<file path="config.mk">
export PLATFORM = sky130hd
export DESIGN_NAME = dfp_wcap
export DESIGN_NICKNAME = d
export VERILOG_FILES = /design/src/rtl/dfp_pkg.sv /design/src/rtl/dfp_wcap_fifo.sv /design/src/rtl/dfp_wcap.sv
export SDC_FILE = /design/constraint.sdc
export NUM_CORES = 1
export LEC_CHECK = 0
export CORE_MARGIN = 3
export CORE_UTILIZATION = 35
export CTS_BUF_LIST = sky130_fd_sc_hd__clkbuf_8
export CTS_CLUSTER_DIAMETER = 80
export DETAILED_ROUTE_END_ITERATION = 12
export PLACE_DENSITY = 0.53
export SLEW_MARGIN = 10
export SYNTH_ARGS = -nofsm -noshare
export SYNTH_HDL_FRONTEND = slang
export SYNTH_SLANG_ARGS = --single-unit
</file>
<file path="constraint.sdc">
create_clock -name clk4 -period 8.7 [get_ports clk4]
set_clock_uncertainty 0.05 [all_clocks]
set_input_delay 1.305 -clock clk4 [delete_from_list [all_inputs] [get_ports clk4]]
set_output_delay 1.305 -clock clk4 [all_outputs]
set_load 0.02 [all_outputs]
</file>
<file path="src/rtl/dfp_pkg.sv">
// dfp_pkg: shared debug codes, drain FSM states and
// the FIFO entry layout for the front panel capture.
package dfp_pkg;

  localparam logic [7:0] SOR      = 8'h00;
  localparam logic [7:0] SENTINEL = 8'h0f;
  localparam logic [7:0] PRINTA   = 8'h10;
  localparam logic [7:0] PRINTLO  = 8'h1c;
  localparam logic [7:0] HALT     = 8'h1d;
  localparam logic [7:0] SUCCESS  = 8'h1e;
  localparam logic [7:0] FAIL     = 8'h1f;

  localparam int FRAME_BYTES = 3;
  localparam logic [1:0] LAST_IDX = 2'(FRAME_BYTES - 1);

  typedef enum logic [1:0] {
    IDLE,
    SEND,
    WAITLO
  } state_e;

  typedef struct packed {
    logic [7:0]  addr;
    logic [15:0] data;
  } entry_t;

  function automatic logic [7:0] frame_byte(
    input entry_t     e,
    input logic [1:0] idx
  );
    case (idx)
      2'd0:    frame_byte = e.addr;
      2'd1:    frame_byte = e.data[15:8];
      default: frame_byte = e.data[7:0];
    endcase
  endfunction

endpackage

</file>
<file path="src/rtl/dfp_wcap_fifo.sv">
// dfp_wcap_fifo: generic synchronous FIFO.
// Ports: clk_i, rst_i (sync high), push_i/pop_i,
// wdata_i, rdata_o (head), rdata_nxt_o (entry behind
// head), full_o, empty_o, level_o (occupancy).
// A push while full is accepted only with a pop.
module dfp_wcap_fifo #(
  parameter int DEPTH = 8,
  parameter int AW    = $clog2(DEPTH),
  parameter int W     = 24
) (
  input  logic          clk_i,
  input  logic          rst_i,
  input  logic          push_i,
  input  logic          pop_i,
  input  logic [W-1:0]  wdata_i,
  output logic [W-1:0]  rdata_o,
  output logic [W-1:0]  rdata_nxt_o,
  output logic          full_o,
  output logic          empty_o,
  output logic [AW:0]   level_o
);

  localparam logic [AW-1:0] PTR_ONE = AW'(1);
  localparam logic [AW:0]   LVL_ONE = (AW+1)'(1);
  localparam logic [AW:0]   LVL_MAX = (AW+1)'(DEPTH);

  logic [W-1:0]  mem_q [DEPTH];
  logic [AW-1:0] wr_q, rd_q;
  logic [AW:0]   level_q, level_d;
  logic          do_push, do_pop;

  assign full_o  = (level_q == LVL_MAX);
  assign empty_o = (level_q == '0);
  assign do_pop  = pop_i && !empty_o;
  assign do_push = push_i && (!full_o || do_pop);

  always_comb begin
    level_d = level_q;
    if (do_push && !do_pop) level_d = level_q + LVL_ONE;
    if (do_pop && !do_push) level_d = level_q - LVL_ONE;
  end

  always_ff @(posedge clk_i) begin
    if (rst_i) begin
      wr_q    <= '0;
      rd_q    <= '0;
      level_q <= '0;
    end else begin
      if (do_push) wr_q <= wr_q + PTR_ONE;
      if (do_pop)  rd_q <= rd_q + PTR_ONE;
      level_q <= level_d;
    end
  end

  always_ff @(posedge clk_i) begin
    if (do_push) mem_q[wr_q] <= wdata_i;
  end

  assign rdata_o     = mem_q[rd_q];
  assign rdata_nxt_o = mem_q[rd_q + PTR_ONE];
  assign level_o     = level_q;

endmodule

</file>
<file path="src/rtl/dfp_wcap.sv">
// dfp_wcap: captures I/O 1xx writes, queues {addr,data}
// and drains them as 3-byte frames on fpd with a
// four-phase fpd_stb/fpd_ack handshake.
// Ports: clk4, reset (sync high), nw, niodev1xx, ab, db
// in; fpd, fpd_stb out; fpd_ack in; nhalt_drv, ovf,
// level out. Macro DFP_WCAP_STALL_EN adds nws_drv.
import dfp_pkg::*;

module dfp_wcap #(
  parameter int DEPTH = 8,
  parameter int AW    = $clog2(DEPTH)
) (
  input  logic          clk4,
  input  logic          reset,
  input  logic          nw,
  input  logic          niodev1xx,
  input  logic [7:0]    ab,
  input  logic [15:0]   db,
  output logic [7:0]    fpd,
  output logic          fpd_stb,
  input  logic          fpd_ack,
  output logic          nhalt_drv,
  output logic          ovf,
  output logic [AW:0]   level
`ifdef DFP_WCAP_STALL_EN
  ,
  output logic          nws_drv
`endif
);

  localparam int W = $bits(entry_t);

  logic        nw_q, niodev_q;
  logic [7:0]  ab_q;
  logic [15:0] db_q;

  state_e      state_q;
  logic [1:0]  idx_q;
  entry_t      cur_q;
  logic [7:0]  fpd_q;
  logic        stb_q, nhalt_q, ovf_q;

  entry_t      wentry, head, head_nxt;
  logic        ev, push, pop, full, empty, more;
  logic [AW:0] lvl;

  // Event fires on the rising edge of nw, so the
  // payload is what was on the bus while nw was low.
  assign ev     = !nw_q && nw && !niodev_q;
  assign push   = ev;
  assign wentry = {ab_q, db_q};
  assign pop    = (state_q == WAITLO) && !fpd_ack &&
                  (idx_q == LAST_IDX);
  assign more   = (lvl > (AW+1)'(1));

  dfp_wcap_fifo #(
    .DEPTH (DEPTH),
    .AW    (AW),
    .W     (W)
  ) u_fifo (
    .clk_i       (clk4),
    .rst_i       (reset),
    .push_i      (push),
    .pop_i       (pop),
    .wdata_i     (wentry),
    .rdata_o     (head),
    .rdata_nxt_o (head_nxt),
    .full_o      (full),
    .empty_o     (empty),
    .level_o     (lvl)
  );

  always_ff @(posedge clk4) begin
    if (reset) begin
      nw_q     <= 1'b1;
      niodev_q <= 1'b1;
      ab_q     <= '0;
      db_q     <= '0;
      state_q  <= IDLE;
      idx_q    <= '0;
      cur_q    <= '0;
      fpd_q    <= '0;
      stb_q    <= 1'b0;
      nhalt_q  <= 1'b1;
      ovf_q    <= 1'b0;
    end else begin
      nw_q     <= nw;
      niodev_q <= niodev1xx;
      ab_q     <= ab;
      db_q     <= db;
      if (ev && (ab_q == HALT || ab_q == SENTINEL))
        nhalt_q <= 1'b0;
      if (push && full && !pop)
        ovf_q <= 1'b1;
      unique case (state_q)
        IDLE: begin
          if (!empty) begin
            cur_q   <= head;
            fpd_q   <= head.addr;
            stb_q   <= 1'b1;
            idx_q   <= '0;
            state_q <= SEND;
          end
        end
        SEND: begin
          if (fpd_ack) begin
            stb_q   <= 1'b0;
            state_q <= WAITLO;
          end
        end
        WAITLO: begin
          if (!fpd_ack) begin
            if (idx_q != LAST_IDX) begin
              idx_q   <= idx_q + 2'd1;
              fpd_q   <= frame_byte(cur_q, idx_q + 2'd1);
              stb_q   <= 1'b1;
              state_q <= SEND;
            end else if (more) begin
              // Head is being popped; the next frame
              // starts from the entry behind it.
              cur_q   <= head_nxt;
              fpd_q   <= head_nxt.addr;
              stb_q   <= 1'b1;
              idx_q   <= '0;
              state_q <= SEND;
            end else begin
              state_q <= IDLE;
            end
          end
        end
        default: state_q <= IDLE;
      endcase
    end
  end

  assign fpd       = fpd_q;
  assign fpd_stb   = stb_q;
  assign nhalt_drv = nhalt_q;
  assign ovf       = ovf_q;
  assign level     = lvl;

`ifdef DFP_WCAP_STALL_EN
  // Stretch the bus write while only one slot is left.
  assign nws_drv = !((lvl >= (AW+1)'(DEPTH - 1)) &&
                     !niodev1xx);
`endif

endmodule
</file>
==> reports/metrics.cfg <==
[outcome]
status = completed

[floorplanning]
start_util_pct = 35.9
num_rows = 67
core-area_sq_um = 34000
io_pins = 44
die_h_um = 193
die_x_um = 193
die-area_sq_um = 37100

[pwr]
p_per_area_nw_per_um2 = 185
vdd_ir_drop_max_v = 0.0000816
cellLeakagePower_nw = 4.47
finalPower_mw = 2.57

[timing]
fin_crit_sh_pct = 43.6
setup_ws_ns = 4.91
min_period_ns = 3.79
tns_ns = 0
tightest_slew_ns = 1.01
slew_viol_final = 0
rsz0062_at_grt = no
max-slew-margin-rel_pct = 32.8
hold_violations = 0
setup_viol = 0
fmaxAchievable_mhz = 264

[synthesis]
avgSynthCellArea_sq_um = 14.1
synth-adder-area-share_pct = 1.03
yosys_register_bits = 270
synth_compound_area_share_pct = 8.94
async_reset_ff_share_pct = 0
synth_top_family_by_area = multiplexers
ys.warnings.count = 0
synth_ff_type = edfxtp_1
synth_edf_count = 192
synth_area_sq_um = 12200
synth.yosys.seq_area_share_pct = 60.1
synth_nets = 904
synthSimpleGateAreaFrac_pct = 6.47
yosys.area_share.xor_xnor_pct = 0.708
netlist_instances = 865
synth_cell_types = 56
synth_mux_area_share_pct = 19.8

[global_route]
grt_max_degree = 55
grt_usage_pct = 17.0
grt_pass1_wl_mm = 47.2
antenna_found_initial = 0
grt_pass1_vias = 7706
overflow = 0

[flow_run]
max_cap_viol_count = 0

[route]
avgRoutedWirePerCell_um = 22.3
viasPerCell = 5.38
drtIter0Drc = 635
final_antenna_net_count = 0
vias = 7523
dr.pass1.iters = 5
post-route-drc-count = 0
drt-total-wl_mm = 31.2

[critical_path]
cp_data_required_time_ns = 8.88
worstPathArrival_ns = 3.97
reg2regPathDepth = 7
rrSetupSlack_ns = 5.30
start_kind = input pin
cp_max_fo = 13
worstSetupPathType = input pin to flop
critical_path.endpoint_type = flop
regToRegStartpoint = u_fifo.rd_q[1]$_SDFFE_PP0P_
reg2reg_to = cur_q[7]$_SDFFE_PP0P_

[worst_hold_path]
holdPathStages = 2
min_delay_worst_endpoint = ovf$_SDFFE_PP0P_
worstHoldStart = ovf$_SDFFE_PP0P_
min_path_type = flop to flop

[clocking]
cts_sinks = 270
h-tree-depth = 2
cts.hold.buffers_added = 0
cts_setup_buffers = 0
numCtsBuffers = 47
cts_resized = 0
clock-root-buffer = clkbuf_8
tritoncts = built
clkLatencyLatePin_ns = 0.56
cts_max_path_buffers = 3
cts.clk_slew.worst_paths_ns = 0.06

[final_layout]
drive_gt1_share_pct = 14.2
nNetsFinal = 952
final_cells = 1399
postLayoutCellArea_sq_um = 13900
n_antenna_cell = 0
area_growth_syn_to_layout_pct = 14.3
final_common_cell = edfxtp_1
layout_common_cells = 192 x edfxtp_1, 164 x mux2i_1, 76 x dfxtp_1

[placement]
placedInstanceArea_sq_um = 13000
dp.cells = 1312
gp_congestion = 0.747
dpl.hpwl_mm = 17.4
pre_cts_slack_ns = 4.29
portBuffers = 43

[logic make-up after synthesis]
kind of cell,Yosys count
AOI/OAI and AO/OA,153
muxes,199
buffers and inverters,67
adders and majority gates,10
and+or+nand+nor,157
xor gates and xnor gates,9
DFF,270
[how the worst max path moves through the flow]
stage / startpoint / end / slack, ns / depth (start not counted)
floorplan: nw / u_fifo.mem_q[0][0]$_DFFE_PP_ / 4.39 / 4
global placement: nw / u_fifo.mem_q[2][15]$_DFFE_PP_ / 4.41 / 6
detailed placement: nw / u_fifo.mem_q[2][13]$_DFFE_PP_ / 4.29 / 6
CTS: nw / u_fifo.mem_q[2][3]$_DFFE_PP_ / 4.88 / 6
global route: nw / u_fifo.mem_q[2][23]$_DFFE_PP_ / 4.61 / 6
finish: nw / u_fifo.mem_q[2][23]$_DFFE_PP_ / 4.91 / 6
[power breakdown]
part	switching (mW)	total [mW]	internal (mW)
Combinational	0.0353	0.0672	0.0319
Sequential	0.0225	1.41	1.39
Clock	0.504	1.09	0.587
Total	0.562	2.57	2.01
[sequential cells by signal, indices dropped and copies added (netlist names), named ones only]
register / flops
ab_q: 8
cur_q: 24
db_q: 16
fpd: 8
fpd_stb: 1
idx_q: 2
nhalt_drv: 1
niodev_q: 1
nw_q: 1
ovf: 1
state_q: 2
u_fifo.level_o: 4
u_fifo.mem_q: 192
u_fifo.rd_q: 3
u_fifo.wr_q: 3
[per-stage QoR]
stage | utilization [%] | hold WS, ns
floorplan | - | 0.386
global placement | 38.4 | 0.408
detailed placement | 38.4 | 0.413
CTS | 41.1 | 0.428
global route | 41.1 | 0.454
finish | 41.1 | 0.417
[layer usage]
layer / global-route usage, % / wire length [um] / up-vias
li1: - / - / 3465
met1: 24.3 / 14600 / 3801
met2: 26.7 / 14100 / 198
met3: 2.85 / 1670 / 59
met4: 5.35 / 795 / 0
met5: 0 / 0 / -
[critical path, cell delays in order]
cell	delay [ns]
clkdlybuf4s50_1	0.47
nor3b_1	0.60
o21a_1	0.32
nand2b_1	0.20
nor2_2	0.68
buf_4	0.38
[synth_stat cells, types with 2 or more instances]
master    instances  area share (%)
a31o_1            2            0.14
nand3_1           8            0.33
clkbuf_4          2            0.12
o211ai_1          7            0.43
nor3b_1           3            0.18
a31oi_1          13            0.67
clkbuf_1         25            0.77
a211o_1           7            0.50
and2_1            2            0.10
a21oi_1          25             1.0
or2_1             2            0.10
nand3b_1          2            0.12
nor2b_1          27             1.4
buf_6             2            0.18
nand2b_1          7            0.36
dfxtp_1          78              13
a311oi_1          9            0.65
inv_1             8            0.25
nor3_1           14            0.57
nor2_1           59             1.8
edfxtp_1        192              47
buf_4             9            0.55
o211a_1           7            0.57
ha_1             10             1.0
nand2_1          23            0.71
or2_2             2            0.10
mux2i_1         164              13
xor2_1            5            0.36
buf_2            18            0.74
a211oi_1          2            0.12
xnor2_1           3            0.22
o21ai_0          19            0.78
a22oi_1          53             3.3
mux4_2           34             6.3
[cell type report]
cell class                      count  area, sq um
Fill cell                        3144        20000
Sequential cell                   270         7330
Tap cell                          448          561
Timing Repair Buffer               58          538
Clock buffer                       53          729
Multi-Input combinational cell    528         4580
Inverter                            8         30.0
Clock inverter                     34          169
Note: power is estimated with default switching activity, not from simulation.
